**src/rtl/fp8_pkg.sv**
```systemverilog
// Shared definitions for the fp8 (1s/4e/3m, bias 7) adder and its arbiter.
package fp8_pkg;

  localparam int SIGN_BIT = 7;
  localparam int EXP_MSB  = 6;
  localparam int EXP_LSB  = 3;
  localparam int MAN_MSB  = 2;
  localparam int MAN_LSB  = 0;
  localparam int EXP_BIAS = 7;

  localparam logic [7:0] FP8_QNAN = 8'h7F;
  localparam logic [7:0] FP8_PINF = 8'h78;
  localparam logic [7:0] FP8_ZERO = 8'h00;

  typedef enum logic [1:0] {
    IDLE = 2'd0,
    EXEC = 2'd1,
    RESP = 2'd2
  } fsm_state_e;

  function automatic logic fp8_is_nan(input logic [7:0] x);
    return (&x[EXP_MSB:EXP_LSB]) && (|x[MAN_MSB:MAN_LSB]);
  endfunction

  function automatic logic fp8_is_inf(input logic [7:0] x);
    return (&x[EXP_MSB:EXP_LSB]) && !(|x[MAN_MSB:MAN_LSB]);
  endfunction

endpackage

```
**src/rtl/fp8_add_core.sv**
```systemverilog
// Combinational fp8 adder: align with guard bit, add/sub, normalise, truncate.
// Exponent field 0 is treated as zero (no subnormals); underflow flushes to +0.
module fp8_add_core
  import fp8_pkg::*;
(
  input  logic [7:0] a,
  input  logic [7:0] b,
  output logic [7:0] sum
);

  logic       a_big;
  logic [7:0] lg, sm;
  logic [3:0] e_lg, e_sm, e_diff;
  logic [4:0] m_lg, m_sm, m_sh;
  logic [5:0] add_r;
  logic [4:0] sub_r, sub_n;
  logic [2:0] lz;
  logic       lz_found;
  logic [4:0] e_add, e_sub;

  // Exponent-major ordering lets one 7-bit compare pick the larger magnitude
  assign a_big  = (a[6:0] >= b[6:0]);
  assign lg     = a_big ? a : b;
  assign sm     = a_big ? b : a;
  assign e_lg   = lg[EXP_MSB:EXP_LSB];
  assign e_sm   = sm[EXP_MSB:EXP_LSB];
  assign e_diff = e_lg - e_sm;
  assign m_lg   = (e_lg == 4'd0) ? 5'd0 : {1'b1, lg[MAN_MSB:MAN_LSB], 1'b0};
  assign m_sm   = (e_sm == 4'd0) ? 5'd0 : {1'b1, sm[MAN_MSB:MAN_LSB], 1'b0};
  assign m_sh   = (e_diff > 4'd4) ? 5'd0 : (m_sm >> e_diff);

  assign add_r  = {1'b0, m_lg} + {1'b0, m_sh};
  assign sub_r  = m_lg - m_sh;

  always_comb begin
    lz       = 3'd0;
    lz_found = 1'b0;
    for (int i = 4; i >= 0; i--) begin
      if (!lz_found && sub_r[i]) begin
        lz_found = 1'b1;
        lz       = 3'(4 - i);
      end
    end
  end

  assign sub_n = sub_r << lz;
  assign e_add = {1'b0, e_lg} + {4'd0, add_r[5]};
  assign e_sub = {1'b0, e_lg} - {2'd0, lz};

  always_comb begin
    sum = FP8_ZERO;
    if (fp8_is_nan(a) || fp8_is_nan(b)) begin
      sum = FP8_QNAN;
    end else if (fp8_is_inf(a) || fp8_is_inf(b)) begin
      sum = {lg[SIGN_BIT], FP8_PINF[6:0]};
    end else if (lg[SIGN_BIT] == sm[SIGN_BIT]) begin
      if (add_r == 6'd0)
        sum = FP8_ZERO;
      else if (e_add >= 5'd15)
        sum = {lg[SIGN_BIT], FP8_PINF[6:0]};
      else
        sum = {lg[SIGN_BIT], e_add[3:0], add_r[5] ? add_r[4:2] : add_r[3:1]};
    end else begin
      // Borrow into bit 4 of e_sub, or a zero exponent, means underflow
      if (sub_r == 5'd0 || e_sub[4] || e_sub == 5'd0)
        sum = FP8_ZERO;
      else
        sum = {lg[SIGN_BIT], e_sub[3:0], sub_n[3:1]};
    end
  end

endmodule

```
**src/rtl/fp8_add_arbiter.sv**
```systemverilog
// Round-robin arbiter sharing one fp8_add_core among NUM_REQ requesters.
// Build option FP8_ARB_PRIO0_EN: requester 0 always wins when valid, pointer untouched.
module fp8_add_arbiter
  import fp8_pkg::*;
#(
  parameter int NUM_REQ = 4,
  parameter int ID_W    = 2
) (
  input  logic                 clk,
  input  logic                 rst_n,
  input  logic                 ena,
  input  logic [NUM_REQ-1:0]   req_valid,
  input  logic [8*NUM_REQ-1:0] req_a,
  input  logic [8*NUM_REQ-1:0] req_b,
  output logic [NUM_REQ-1:0]   req_ready,
  output logic                 resp_valid,
  output logic [7:0]           resp_data,
  output logic [ID_W-1:0]      resp_id,
  input  logic                 resp_ready,
  output logic                 busy
);

  fsm_state_e      state;
  logic [ID_W-1:0] ptr;
  logic [7:0]      op_a, op_b, core_sum;
  logic [ID_W-1:0] cap_id;

  logic            grant_en, take, win_found, win_prio0;
  logic [ID_W-1:0] win_idx, ptr_next;
  logic [ID_W:0]   idx;

  assign grant_en = ena && ((state == IDLE) || (state == RESP && resp_ready));

  always_comb begin
    win_found = 1'b0;
    win_idx   = '0;
    win_prio0 = 1'b0;
    idx       = '0;
    for (int k = 0; k < NUM_REQ; k++) begin
      idx = {1'b0, ptr} + (ID_W+1)'(k);
      if (idx >= (ID_W+1)'(NUM_REQ))
        idx = idx - (ID_W+1)'(NUM_REQ);
      if (!win_found && req_valid[idx[ID_W-1:0]]) begin
        win_found = 1'b1;
        win_idx   = idx[ID_W-1:0];
      end
    end
`ifdef FP8_ARB_PRIO0_EN
    if (req_valid[0]) begin
      win_found = 1'b1;
      win_idx   = '0;
      win_prio0 = 1'b1;
    end
`endif
  end

  assign take     = grant_en && win_found;
  assign ptr_next = (win_idx == ID_W'(NUM_REQ-1)) ? '0 : win_idx + 1'b1;

  for (genvar g = 0; g < NUM_REQ; g++) begin : g_rdy
    assign req_ready[g] = take && (win_idx == ID_W'(g));
  end

  fp8_add_core u_core (
    .a   (op_a),
    .b   (op_b),
    .sum (core_sum)
  );

  always_ff @(posedge clk or negedge rst_n) begin
    if (!rst_n) begin
      state     <= IDLE;
      ptr       <= '0;
      op_a      <= '0;
      op_b      <= '0;
      cap_id    <= '0;
      resp_data <= FP8_ZERO;
      resp_id   <= '0;
    end else begin
      if (take) begin
        op_a   <= req_a[8*win_idx +: 8];
        op_b   <= req_b[8*win_idx +: 8];
        cap_id <= win_idx;
        if (!win_prio0)
          ptr <= ptr_next;
      end
      case (state)
        IDLE: if (take) state <= EXEC;
        EXEC: begin
          resp_data <= core_sum;
          resp_id   <= cap_id;
          state     <= RESP;
        end
        RESP: if (resp_ready) state <= take ? EXEC : IDLE;
        default: state <= IDLE;
      endcase
    end
  end

  assign resp_valid = (state == RESP);
  assign busy       = (state != IDLE);

endmodule

```
**config.mk**
```make
export PLATFORM = sky130hd
export DESIGN_NAME = fp8_add_arbiter
export DESIGN_NICKNAME = d
export VERILOG_FILES = /design/src/rtl/fp8_pkg.sv /design/src/rtl/fp8_add_core.sv /design/src/rtl/fp8_add_arbiter.sv
export SDC_FILE = /design/constraint.sdc
export NUM_CORES = 1
export LEC_CHECK = 0
export ABC_AREA = 1
export BUFFER_PORTS_ARGS = -buffer_cell sky130_fd_sc_hd__buf_2
export CAP_MARGIN = 20
export CORE_MARGIN = 3
export CORE_UTILIZATION = 55
export DETAILED_ROUTE_END_ITERATION = 10
export PLACE_DENSITY = 0.88
export SYNTH_ARGS = -nofsm -noshare
export SYNTH_HDL_FRONTEND = slang
export SYNTH_SLANG_ARGS = --single-unit
```
**constraint.sdc**
```tcl
create_clock -name clk -period 6.4 [get_ports clk]
set_input_delay 0.96 -clock clk [delete_from_list [all_inputs] [get_ports clk]]
set_output_delay 0.96 -clock clk [all_outputs]
set_load 0.1 [all_outputs]
```
# Yosys cells after proc, flatten, opt, wreduce, memory -nomap -nowiden
# Cells that the tools add are included.
[totals] register_bits=32 latchBits=0 ramBits=0 rom_bits=0 memories=0
[op_classes] add_sub_neg=13 mul=0 div=0 n_lt_le_gt_ge=11 eq_ne=8 shifts=4 muxes=45 bitwise_logic=0 n_reduce_logical=45
[op_table] cell="32-bit by 6-bit variable part select with 8-bit output" count=2
[op_table] cell="8-bit 2-to-1 mux" count=7
[op_table] cell="2-bit 2-to-1 mux" count=13
[op_table] cell="1-bit logical AND" count=18
[op_table] cell="5-bit 2-to-1 mux" count=3
[op_table] cell="1-bit 2-to-1 mux" count=14
[op_table] cell="2-bit by 3-bit < comparator with 1-bit output, second input constant" count=4
[op_table] cell="5-bit logical NOT" count=2
[op_table] cell="3-bit greater-or-equal comparator, second input constant" count=3
[op_table] cell="1-bit logical NOT" count=9
[op_table] cell="1-bit binary-select mux with 2-bit select" count=4
[op_table] cell="4-bit logical NOT" count=2
[op_table] cell="4-bit AND reduction" count=2
[op_table] cell="2-bit by 1-bit subtractor with 2-bit output, second input constant" count=4
[op_table] cell="7-bit greater-or-equal comparator" count=1
[op_table] cell="7-bit 2-to-1 mux" count=1
[op_table] cell="2-bit by 2-bit adder with 3-bit output, second input constant" count=2
[op_table] cell="5-bit by 5-bit adder with 6-bit output" count=1
[op_table] cell="2-bit equality test, second input constant" count=3
[op_table] cell="6-bit logical NOT" count=1
[op_table] cell="3-bit 2-to-1 mux" count=2
[op_table] cell="2-bit case mux with 3 select lines" count=1
[op_table] cell="3-bit OR reduction" count=2
[op_table] cell="4-bit by 1-bit adder with 5-bit output" count=1
[op_table] cell="other kinds (18)" count=24

# Logic depth before layout (Yosys ltp)
# Gate-level depths: netlist of the first run.
[depth] ltp_word=27 mapped_depth=40 ltp_nobuf=40

# Hierarchy
# A second synthesis of the first run with hierarchy kept.
[unflattened] hier_cells=626 area_unflattened_um2=3841.2
[modules_own_cells] module="fp8_add_arbiter" n_inst=1 cells_each=339 area_each_um2=2190.9
[modules_own_cells] module="fp8_add_core" n_inst=1 cells_each=287 area_each_um2=1650.3

# Worst setup path after synthesis of the first run
# OpenSTA, ideal clock, no wires.
[synth_timing] kind="register -> register" startpoint="register op_b[5]" endpoint="register resp_data[7]" arrival_time_ns=5.504 setup_slack_ns=0.776 stages_incl_launch_ff=37 n_path_buf=1 synth_period_minus_slack_ns=5.624 cell_sequence="dfrtp_1 -> inv_1 -> ha_1 -> nand2_1 -> inv_2 -> a21oi_4 -> nand3_4 -> buf_12 -> o21ai_4 -> nand2_2 -> nand3_1 -> nand2_1 -> nand2_2 -> inv_1 -> nor2_1 -> inv_1 -> a21oi_1 -> inv_1 -> nor3_1 -> inv_1 -> fa_1 -> a21oi_1 -> nor2_1 -> nor2_1 -> xor2_1 -> a21boi_0 -> nand2_1 -> ha_1 -> a21o_1 -> a21oi_1 -> xnor2_1 -> nor4_1 -> nor2_4 -> o21ai_1 -> nand2_1 -> nand2_1 -> nand2_1"
[synth_via] elab_chain_cells=27 elab_cells_between_ends=46 classes_between="4 x add/sub; 2 x order compare; 1 x eq/ne; 1 x shift; 18 x mux; 20 x reduce/logical"
[synth_rtl] item="start, declared" line="fp8_add_arbiter.sv:25" rtl="logic [7:0] op_a, op_b, core_sum;"
[synth_rtl] item="start signal, assigned" line="fp8_add_arbiter.sv:82" rtl="op_b <= req_b[8*win_idx +: 8];"
[synth_rtl] item="parallel branches: the longest is 26 deep, another holds 7-bit greater-or-equal comparator"
[synth_rtl] item="8-bit 2-to-1 mux *" line="fp8_add_core.sv:52" rtl="if (fp8_is_nan(a) || fp8_is_nan(b)) begin"
[synth_rtl] item="end signal, assigned" line="fp8_add_arbiter.sv:90" rtl="resp_data <= core_sum;"
[synth_rtl] item="end, declared" line="fp8_add_arbiter.sv:17" rtl="output logic [7:0] resp_data,"
# Mark *: on every way between the ends.
# A chain may end at the register's enable or synchronous reset.

# Worst setup path in the final report of the first run
[layout_timing] startpoint="register op_b[6]" endpoint="register resp_data[0]"
# The elaborated chain is that of the path after synthesis.

==> summary.md, run 1 <==
| Metric | Value |
|---|---|
| Top FF cell, synth | `dfrtp_1` |
| Antenna violations before repair | `0` |
| Syn Nets | `640` |
| Filler cells | `532` |
| CTS tree | `done` |
| Largest net degree at the start of global routing | `36` |
| YS warnings | `0` |
| Via density per instance | `5.556` |
| Hold Path Depth | `2` |
| Worst Path Class, Setup | `flop to flop` |
| H-Tree Depth | `2` |
| Fin nets | `733` |
| Area Growth Syn to Fin | `19.10%` |
| Hold Fails Final Rpt | `0` |
| Die height | `about 86 um` |
| Final worst slack | `0.4780 ns` |
| Setup TNS | `0 ns` |
| Antenna diode count | `0` |
| Max-cap check violation count | `0` |
| CTS buffer count | `5` |
| Share of cells above drive strength 1 | `between 20% and 30%` |
| Post-synthesis mux area share | `0%` |
| RSZ-0062 raised after global routing | `false` |
| Seq/Total Area, Yosys | `22.68%` |
| Hold worst-path end | `cap_id[1]$_DFFE_PN0P_` |
| Setup WS pre-CTS | `0.1199 ns` |
| Final setup vio count | `0` |
| Min Tclk post-route | `5.922 ns` |
| Die X | `roughly 86 um` |
| Async SR Flop Fraction | `100.0%` |
| Commonest non-fill, non-tap cell in the layout | `nand2_1` |
| First-pass GRT wire length | `16,210 um` |
| Worst endpoint data arrival time | `6.13 ns` |
| Global route total overflow | `0` |
| Critical Path Start | `op_b[6]$_DFFE_PN0P_` |
| Worst reg2reg path depth | `30` |
| Rows | `28` |
| Delay of the slowest critical-path stage | `0.49 ns` |
| Unique masters post-synth | `46` |
| WP data required | `6.61 ns` |
| Post-synth EDFFs | `0` |
| Post-Synth XOR/XNOR Area | `under 10%` |
| # DRC | `0` |
| Total track usage | `between 20% and 30%` |
| IO Count | `88` |
| DR WL/cell | `13.95 um` |
| Simple-gate share of the synthesized area | `between 30 and 40%` |
| Setup crit start kind | `flop` |
| Antenna-violating nets left | `0` |
| Violation count after the first detailed-route iteration | `233` |
| Register area | `800.8 um^2` |
| Vias in the first global route | `3,663` |
| Largest family of logic cells by synthesized area | `simple AND/OR/NAND/NOR gates` |
| Max-slew violation count | `0` |
| Worst-Margin Slew | `0.9843 ns` |
| Initial cell density of the core | `between 50% and 60%` |
| Syn Inst Count | `540` |
| Slowest CP cell | `nor4_1` |
| CP most frequent cell | `nand2_1` |
| R2R Setup Slk | `between 0.4 and 0.5 ns` |
| Die area | `0.007418 mm^2` |
| Mean Syn Cell Area | `6.539 um^2` |
| Worst R2R End | `resp_data[0]$_DFFE_PN0N_` |
| Synth Area in Adders | `10.56%` |
| Worst Skew | `0.008375 ns` |
| Worst Setup End Kind | `flop` |
| # port buffers | `87` |
| Clock buffer depth | `2` |
| Drt total wl | `9876 um` |
| Hold crit path type | `flop to flop` |
| Core Region | `0.006061 mm^2` |
| Worst-path fanout max | `8` |
| Synthesized flop and latch total | `32` |
| Final Cycle Share | `about 93%` |
| Worst skew pair latency | `0.28 ns` |
| Hold Path Origin | `cap_id[1]$_DFFE_PN0P_` |
| Area of the multi-input gates | `0.002407 mm^2` |
| DP Wirelength | `7724 um` |
| RePlAce Congestion | `roughly 0.91` |
| Via count | `approximately 3,900` |
| Final hold slack | `about 0.5 ns` |
| Status | `finished, final reports clean` |
| Clock sinks | `32` |
| Rel. slew slack | `34.22%` |
| Mapped cell area | `0.003531 mm^2` |
| Maximum clock rate | `between 0.15 and 0.2 GHz` |
| Complex-gate fraction of the synthesized area | `20.94%` |
| Clock Pin Slew Worst Setup and Hold Paths | `~0.070 ns` |
| Crit Reg-Reg Startpoint | `op_b[6]$_DFFE_PN0P_` |
| Commonest non-fill, non-tap cells in the layout | `nand2_1 (104), buf_2 (87), inv_1 (74)` |
| CTS Root Cell | `clkbuf_8` |
| Drt pass-1 iters | `4` |
## area by class of cell
type	count	area share, %
Tap cell	75	2.231
Timing Repair Buffer	99	12.50
Multi-Input combinational cell	415	57.24
Sequential cell	32	19.04
Clock inverter	1	0.1190
Inverter	80	7.141
Clock buffer	6	1.726
## registers in the layout, summed over array words and instances (netlist names)
register and count:
cap_id 2, op_a 8, op_b 8, ptr 2, resp_data 8, resp_id 2, state 2
## critical path, delay by kind of cell (launching register included)
| family | cells | cell delay [ns] |
|---|---|---|
| simple gates | 12 | 1.72 |
| fa+ha+maj | 3 | 1.11 |
| flops | 1 | 0.39 |
| xor+xnor | 2 | 0.33 |
| buf+inv | 5 | 0.65 |
| compound gates | 8 | 1.62 |
## synth_stat cells (6+ instances only)
| master | n | share of area, % |
|---|---|---|
| nand2_2 | 11 | 1.9 |
| inv_1 | 76 | 8.1 |
| a21oi_1 | 22 | 3.1 |
| dfrtp_1 | 32 | 23 |
| a31oi_1 | 6 | 1.1 |
| o21ai_0 | 60 | 8.5 |
| nor2_1 | 72 | 7.7 |
| nand3_1 | 22 | 3.1 |
| nand2_1 | 104 | 11 |
| nand2_4 | 6 | 1.9 |
| nand4_1 | 11 | 1.9 |
| ha_1 | 25 | 8.9 |
| o22ai_1 | 15 | 2.7 |
| clkbuf_1 | 10 | 1.1 |
## per-layer routing
layer	wire length (um)	up-vias	share of wire, %	GRT usage (%)
met5	0	-	0	0
met4	358	0	3.6	10.65
met3	491	29	5.0	3.266
met2	4909	137	50	47.09
met1	4116	1795	42	32.96
li1	-	1973	-	-
## worst max path at each step
stage          cells after the start                  endpoint  slack (ns)
2_1_floorplan                     36  resp_data[7]$_DFFE_PN0N_        0.78
3_3_place_gp                      36  resp_data[7]$_DFFE_PN0N_        0.34
3_5_place_dp                      36  resp_data[7]$_DFFE_PN0N_        0.12
4_1_cts                           36  resp_data[7]$_DFFE_PN0N_        0.07
5_1_grt                           38  resp_data[0]$_DFFE_PN0N_        0.06
6_report                          30  resp_data[0]$_DFFE_PN0N_        0.48
## stage by stage
stage / cells / instance area (um^2) / utilization (%)
2_1_floorplan: 540 / 3531 / -
3_3_place_gp: 690 / 4011 / 66.19
3_5_place_dp: 690 / 4011 / 66.19
4_1_cts: 697 / 4089 / 67.46
5_1_grt: 708 / 4205 / 69.38
6_report: 708 / 4205 / 69.38
## logic make-up after synthesis
group / count (synthesis)
XOR/XNOR: 8
AND/OR/NAND/NOR: 249
AO/OA/AOI/OAI: 127
flip-flops: 32
buffers and inverters: 96
adder cells (fa/ha/maj): 28
## timing repair
action                                  in CTS  in global routing
endpoints found under the setup margin       0                  8
resized for setup                            0                 12
setup buffers                                0                  8
hold buffers                                 0                  0
Power of run 1 is left out: the tool's default activity adds up to more than one toggle a clock period on the data nets, which glitch-free logic cannot reach.
==> run 2: changes to the inputs <==
- CTS_BUF_LIST: default -> sky130_fd_sc_hd__clkbuf_16
- PLACE_DENSITY: 0.88 -> 0.94
- SETUP_SLACK_MARGIN: default -> 0.5
==> summary.md, run 2 (synthesis gave the netlist of run 1 again) <==
| Metric | Value |
|---|---|
| Status | `finished, final reports clean` |
| Busiest grt layer | `met2` |
| Hold crit path type | `flop to flop` |
| Via count | `4,270` |
| RSZ-0062 raised after global routing | `false` |
| Max-slew violation count | `0` |
| Clock buffer depth | `2` |
| Die area | `0.007418 mm^2` |
| Leading registers by flop count | `op_a x8, op_b x8, resp_data x8` |
| CP most frequent cell | `nand2_1` |
| Worst-Margin Slew | `0.8655 ns` |
| Final Cycle Share | `92.06%` |
| Fin nets | `~750` |
| Core Region | `0.006061 mm^2` |
| RePlAce Congestion | `0.9483` |
| IO Count | `between 80 and 90` |
| Worst skew pair latency | `0.28 ns` |
| Violation count after the first detailed-route iteration | `372` |
| Largest net degree at the start of global routing | `36` |
| Hold Fails Final Rpt | `0` |
| Hold Path Depth | `2` |
| Clock sinks | `32` |
| Final setup vio count | `0` |
| Clock Pin Slew Worst Setup and Hold Paths | `0.05 ns` |
| Antenna diode count | `0` |
| Via density per instance | `a little under 6` |
| Drt pass-1 iters | `6` |
| GR Util met2 | `about 50%` |
| DP Wirelength | `7301 um` |
| First-pass GRT wire length | `16,370 um` |
| Worst Path Class, Setup | `flop to flop` |
| Worst-path fanout max | `8` |
| Antenna-violating nets left | `0` |
| H-Tree Depth | `2` |
| # port buffers | `87` |
| Commonest non-fill, non-tap cell in the layout | `nand2_1` |
| Antenna violations before repair | `0` |
| Setup TNS | `0 ns` |
| Maximum clock rate | `about 0.17 GHz` |
| M3 GR Usage | `around 4.2%` |
| Max-cap check violation count | `0` |
| WP data required | `6.57 ns` |
| Worst Setup End Kind | `flop` |
| Setup crit start kind | `flop` |
| Die height | `86.13 um` |
| Global route total overflow | `0` |
| Worst Skew | `0.005176 ns` |
| Commonest non-fill, non-tap cells in the layout | `nand2_1 (100), buf_2 (87), inv_1 (72)` |
| Worst reg2reg path depth | `37` |
| Rel. slew slack | `around 42%` |
| Filler cells | `420` |
| Min Tclk post-route | `5.892 ns` |
| # DRC | `0` |
| Share of cells above drive strength 1 | `28.83%` |
| CTS Root Cell | `clkbuf_16` |
| CTS tree | `done` |
| Die X | `86.13 um` |
| Drt total wl | `11,280 um` |
| CTS buffer count | `5` |
| DR WL/cell | `15.52 um` |
| Worst endpoint data arrival time | `6.06 ns` |
| Met1 Resource Use GR | `between 20% and 30%` |
| Slowest CP cell | `dfrtp_1` |
| Rows | `28` |
| Area Growth Syn to Fin | `29.31%` |
| Delay of the slowest critical-path stage | `0.41 ns` |
| Vias in the first global route | `3,940` |
| Total track usage | `26.78%` |
| Initial cell density of the core | `58.26%` |
-- run 2: cell count changes in the layout (fill, tap and decap cells not counted), moves of 3 or more --
cell	change
buf_4	+17
clkbuf_16	+5
clkbuf_8	-5
ha_1	-3
ha_4	+5
nand2_1	-4
-- run 2: final cells by class --
| type | instances | area, um^2 | area share, % |
|---|---|---|---|
| multi-input combinational | 415 | 2530 | 55.41 |
| sequential | 32 | 802.0 | 17.57 |
| clock inverter | 3 | 38.79 | 0.8495 |
| tap | 75 | 93.84 | 2.055 |
| timing repair buffer | 117 | 673.1 | 14.74 |
| inverter | 80 | 302.8 | 6.632 |
| clock buffer | 5 | 125.1 | 2.740 |
-- run 2: through the flow --
| step | setup slack [ns] | utilization (%) | instance area [um^2] | hold WS (ns) | cells |
|---|---|---|---|---|---|
| after floorplan | 0.7759 | - | 3531 | 0.4493 | 540 |
| after global placement | 0.3474 | 66.31 | 4019 | 0.4606 | 691 |
| after detailed placement | 0.1113 | 66.31 | 4019 | 0.4664 | 691 |
| after CTS | 0.5111 | 70.44 | 4269 | 0.4785 | 708 |
| after global routing | 0.1131 | 75.33 | 4566 | 0.4998 | 727 |
| final | 0.5081 | 75.33 | 4566 | 0.4804 | 727 |
-- run 2: routing by layer --
layer | vias to the layer above | wire (um)
li1 | 2016 | -
met2 | 233 | 5694
met1 | 1957 | 4246
met4 | 0 | 614
met3 | 64 | 727
met5 | - | 0
-- run 2: critical path, delay by kind of cell, from the launching register on --
family                     cells  cell delay, ns
AOI/OAI and AO/OA              7            1.20
adders and majority gates      4            1.05
buffers and inverters          6            0.57
DFF                            1            0.41
and+or+nand+nor               18            2.17
xor gates and xnor gates       2            0.37
-- run 2: worst paths after layout --
kind                       slack, ns                   from                       end
hold / removal                  0.48  cap_id[1]$_DFFE_PN0P_    resp_id[1]$_DFFE_PN0N_
setup / recovery                0.51    op_b[6]$_DFFE_PN0P_  resp_data[7]$_DFFE_PN0N_
min in group asynchronous       0.74                  rst_n    resp_id[0]$_DFFE_PN0N_
hold reg to reg                 0.48  cap_id[1]$_DFFE_PN0P_    resp_id[1]$_DFFE_PN0N_
max in group asynchronous       5.17                  rst_n       op_a[5]$_DFFE_PN0P_
setup reg to reg                0.51    op_b[6]$_DFFE_PN0P_  resp_data[7]$_DFFE_PN0N_
-- run 2: repair_timing --
item | CTS | global route
gates cloned | 2 | 1
gates resized for setup | 6 | 32
pin swaps | 2 | 17
setup endpoints to repair | 8 | 8
hold buffers | 0 | 0
setup buffers | 7 | 18
Power of run 2 is left out for the same reason.
==> run 3: changes to the inputs <==
- CORE_UTILIZATION: 55 -> 40
- PLACE_DENSITY: 0.94 -> 0.75
==> summary.md, run 3 (synthesis gave the netlist of run 1 again) <==
| Metric | Value |
|---|---|
| Worst-Margin Slew | `0.8852 ns` |
| Top delay family on crit path | `simple AND/OR/NAND/NOR gates` |
| First-pass GRT wire length | `approximately 16,000 um` |
| Antenna-violating nets left | `0` |
| RSZ-0062 raised after global routing | `false` |
| Worst R2R End | `resp_data[7]$_DFFE_PN0N_` |
| Core Region | `0.008382 mm^2` |
| Violation count after the first detailed-route iteration | `220` |
| CTS Root Cell | `clkbuf_16` |
| Antenna diode count | `0` |
| Share of cells above drive strength 1 | `a little over a quarter` |
| Worst endpoint data arrival time | `5.74 ns` |
| Largest net degree at the start of global routing | `36` |
| Filler cells | `808` |
| Area of the multi-input gates | `0.002476 mm^2` |
| # port buffers | `87` |
| Hold Fails Final Rpt | `0` |
| Slowest CP cell | `dfrtp_1` |
| Rel. slew slack | `between 40% and 50%` |
| Rows | `33` |
| Drt total wl | `9815 um` |
| Setup crit start kind | `flop` |
| Maximum clock rate | `0.1793 GHz` |
| Worst reg2reg path depth | `37` |
| Final Cycle Share | `87.12%` |
| WP depth | `37` |
| Final setup vio count | `0` |
| Clock buffer depth | `2` |
| Area Growth Syn to Fin | `25.41%` |
| WP data required | `6.57 ns` |
| Hold Path Origin | `resp_id[1]$_DFFE_PN0N_` |
| RePlAce Congestion | `0.8900` |
| Vias in the first global route | `3,773` |
| Max-cap check violation count | `0` |
| DR WL/cell | `approximately 13 um` |
| Leading registers by flop count | `op_a x8, op_b x8, resp_data x8` |
| H-Tree Depth | `2` |
| Hold crit path type | `flop to flop` |
| IO Count | `88` |
| Clock sinks | `32` |
| CTS buffer count | `5` |
| # DRC | `0` |
| Commonest non-fill, non-tap cell in the layout | `nand2_1` |
| Initial cell density of the core | `between 40% and 50%` |
| Worst Setup End Kind | `flop` |
| Die height | `99.96 um` |
| CTS tree | `done` |
| Via count | `about 3,900` |
| CP most frequent cell | `nand2_1` |
| Worst Skew | `0.004765 ns` |
| Total track usage | `between 15 and 20%` |
| Worst Path Buf+Inv | `8` |
| Setup WS pre-CTS | `0.2371 ns` |
| Worst Path Class, Setup | `flop to flop` |
| Final worst slack | `a little over 0.8 ns` |
| Status | `finished, final reports clean` |
| Setup TNS | `0 ns` |
| Antenna violations before repair | `0` |
| Via density per instance | `5.219` |
| DP Wirelength | `7584 um` |
| Global route total overflow | `0` |
| Die area | `0.009991 mm^2` |
| Die X | `approximately 100 um` |
| Commonest non-fill, non-tap cells in the layout | `nand2_1 (101), buf_2 (87), inv_1 (72)` |
| Drt pass-1 iters | `4` |
| Clock Pin Slew Worst Setup and Hold Paths | `0.05 ns` |
| Fin nets | `737` |
| Min Tclk post-route | `5.576 ns` |
| Crit Reg-Reg Startpoint | `op_a[2]$_DFFE_PN0P_` |
| Worst-path fanout max | `8` |
| Delay of the slowest critical-path stage | `roughly 0.45 ns` |
| Hold Path Depth | `2` |
| Hold worst-path end | `resp_id[1]$_DFFE_PN0N_` |
| Register area | `802.0 um^2` |
| R2R Setup Slk | `0.82 ns` |
| Final core area utilization | `approximately 53%` |
| Max-slew violation count | `0` |
| Worst skew pair latency | `0.28 ns` |
==> run 3: worst register-to-register path: cells and delay by family (launching register included) <==
| family | cells | cell delay (ns) |
|---|---|---|
| adder cells (fa/ha/maj) | 5 | 1.31 |
| buffers and inverters | 8 | 0.73 |
| AND/OR/NAND/NOR | 18 | 1.99 |
| AO/OA/AOI/OAI | 4 | 0.55 |
| XOR/XNOR | 2 | 0.43 |
| flip-flops | 1 | 0.45 |
==> run 3: worst max path at each step <==
stage                               endpoint  slack [ns]           startpoint
detailed placement  resp_data[7]$_DFFE_PN0N_        0.24  op_b[5]$_DFFE_PN0P_
finish              resp_data[7]$_DFFE_PN0N_        0.82  op_a[2]$_DFFE_PN0P_
floorplan           resp_data[7]$_DFFE_PN0N_        0.78  op_b[5]$_DFFE_PN0P_
CTS                 resp_data[7]$_DFFE_PN0N_        0.50  op_b[6]$_DFFE_PN0P_
global placement    resp_data[7]$_DFFE_PN0N_        0.51  op_b[5]$_DFFE_PN0P_
global route        resp_data[1]$_DFFE_PN0N_        0.42  op_b[4]$_DFFE_PN0P_
==> run 3: final cells by class <==
type	count	share of cell area (%)
tap	105	2.967
clock inverter	3	0.3391
timing repair buffer	106	13.05
multi-input combinational	412	55.92
clock buffer	5	2.826
inverter	80	6.782
sequential	32	18.11
==> run 3: per-layer routing <==
metal | wire [um] | GRT usage [%] | share of wire [%] | vias to the layer above
li1 | - | - | - | 1983
met1 | 4169 | 22.76 | 42 | 1796
met2 | 5156 | 36.12 | 53 | 82
met3 | 392 | 3.336 | 4.0 | 17
met4 | 97 | 3.887 | 0.99 | 0
met5 | 0 | 0 | 0 | -
==> run 3: what timing repair did <==
action                     in CTS  in global routing
pin swaps                       2                 14
buffers inserted                2                 11
gates resized for setup        10                 21
hold buffers                    0                  0
setup endpoints to repair       8                  8
==> run 3: metrics by stage <==
step,hold slack (ns),instances,area (um^2)
3_5_place_dp,0.4615,722,4064
5_1_grt,0.5125,743,4428
6_report,0.4722,743,4428
4_1_cts,0.4750,732,4264
3_3_place_gp,0.4546,722,4064
2_1_floorplan,0.4493,540,3531
Power of run 3 is left out for the same reason.
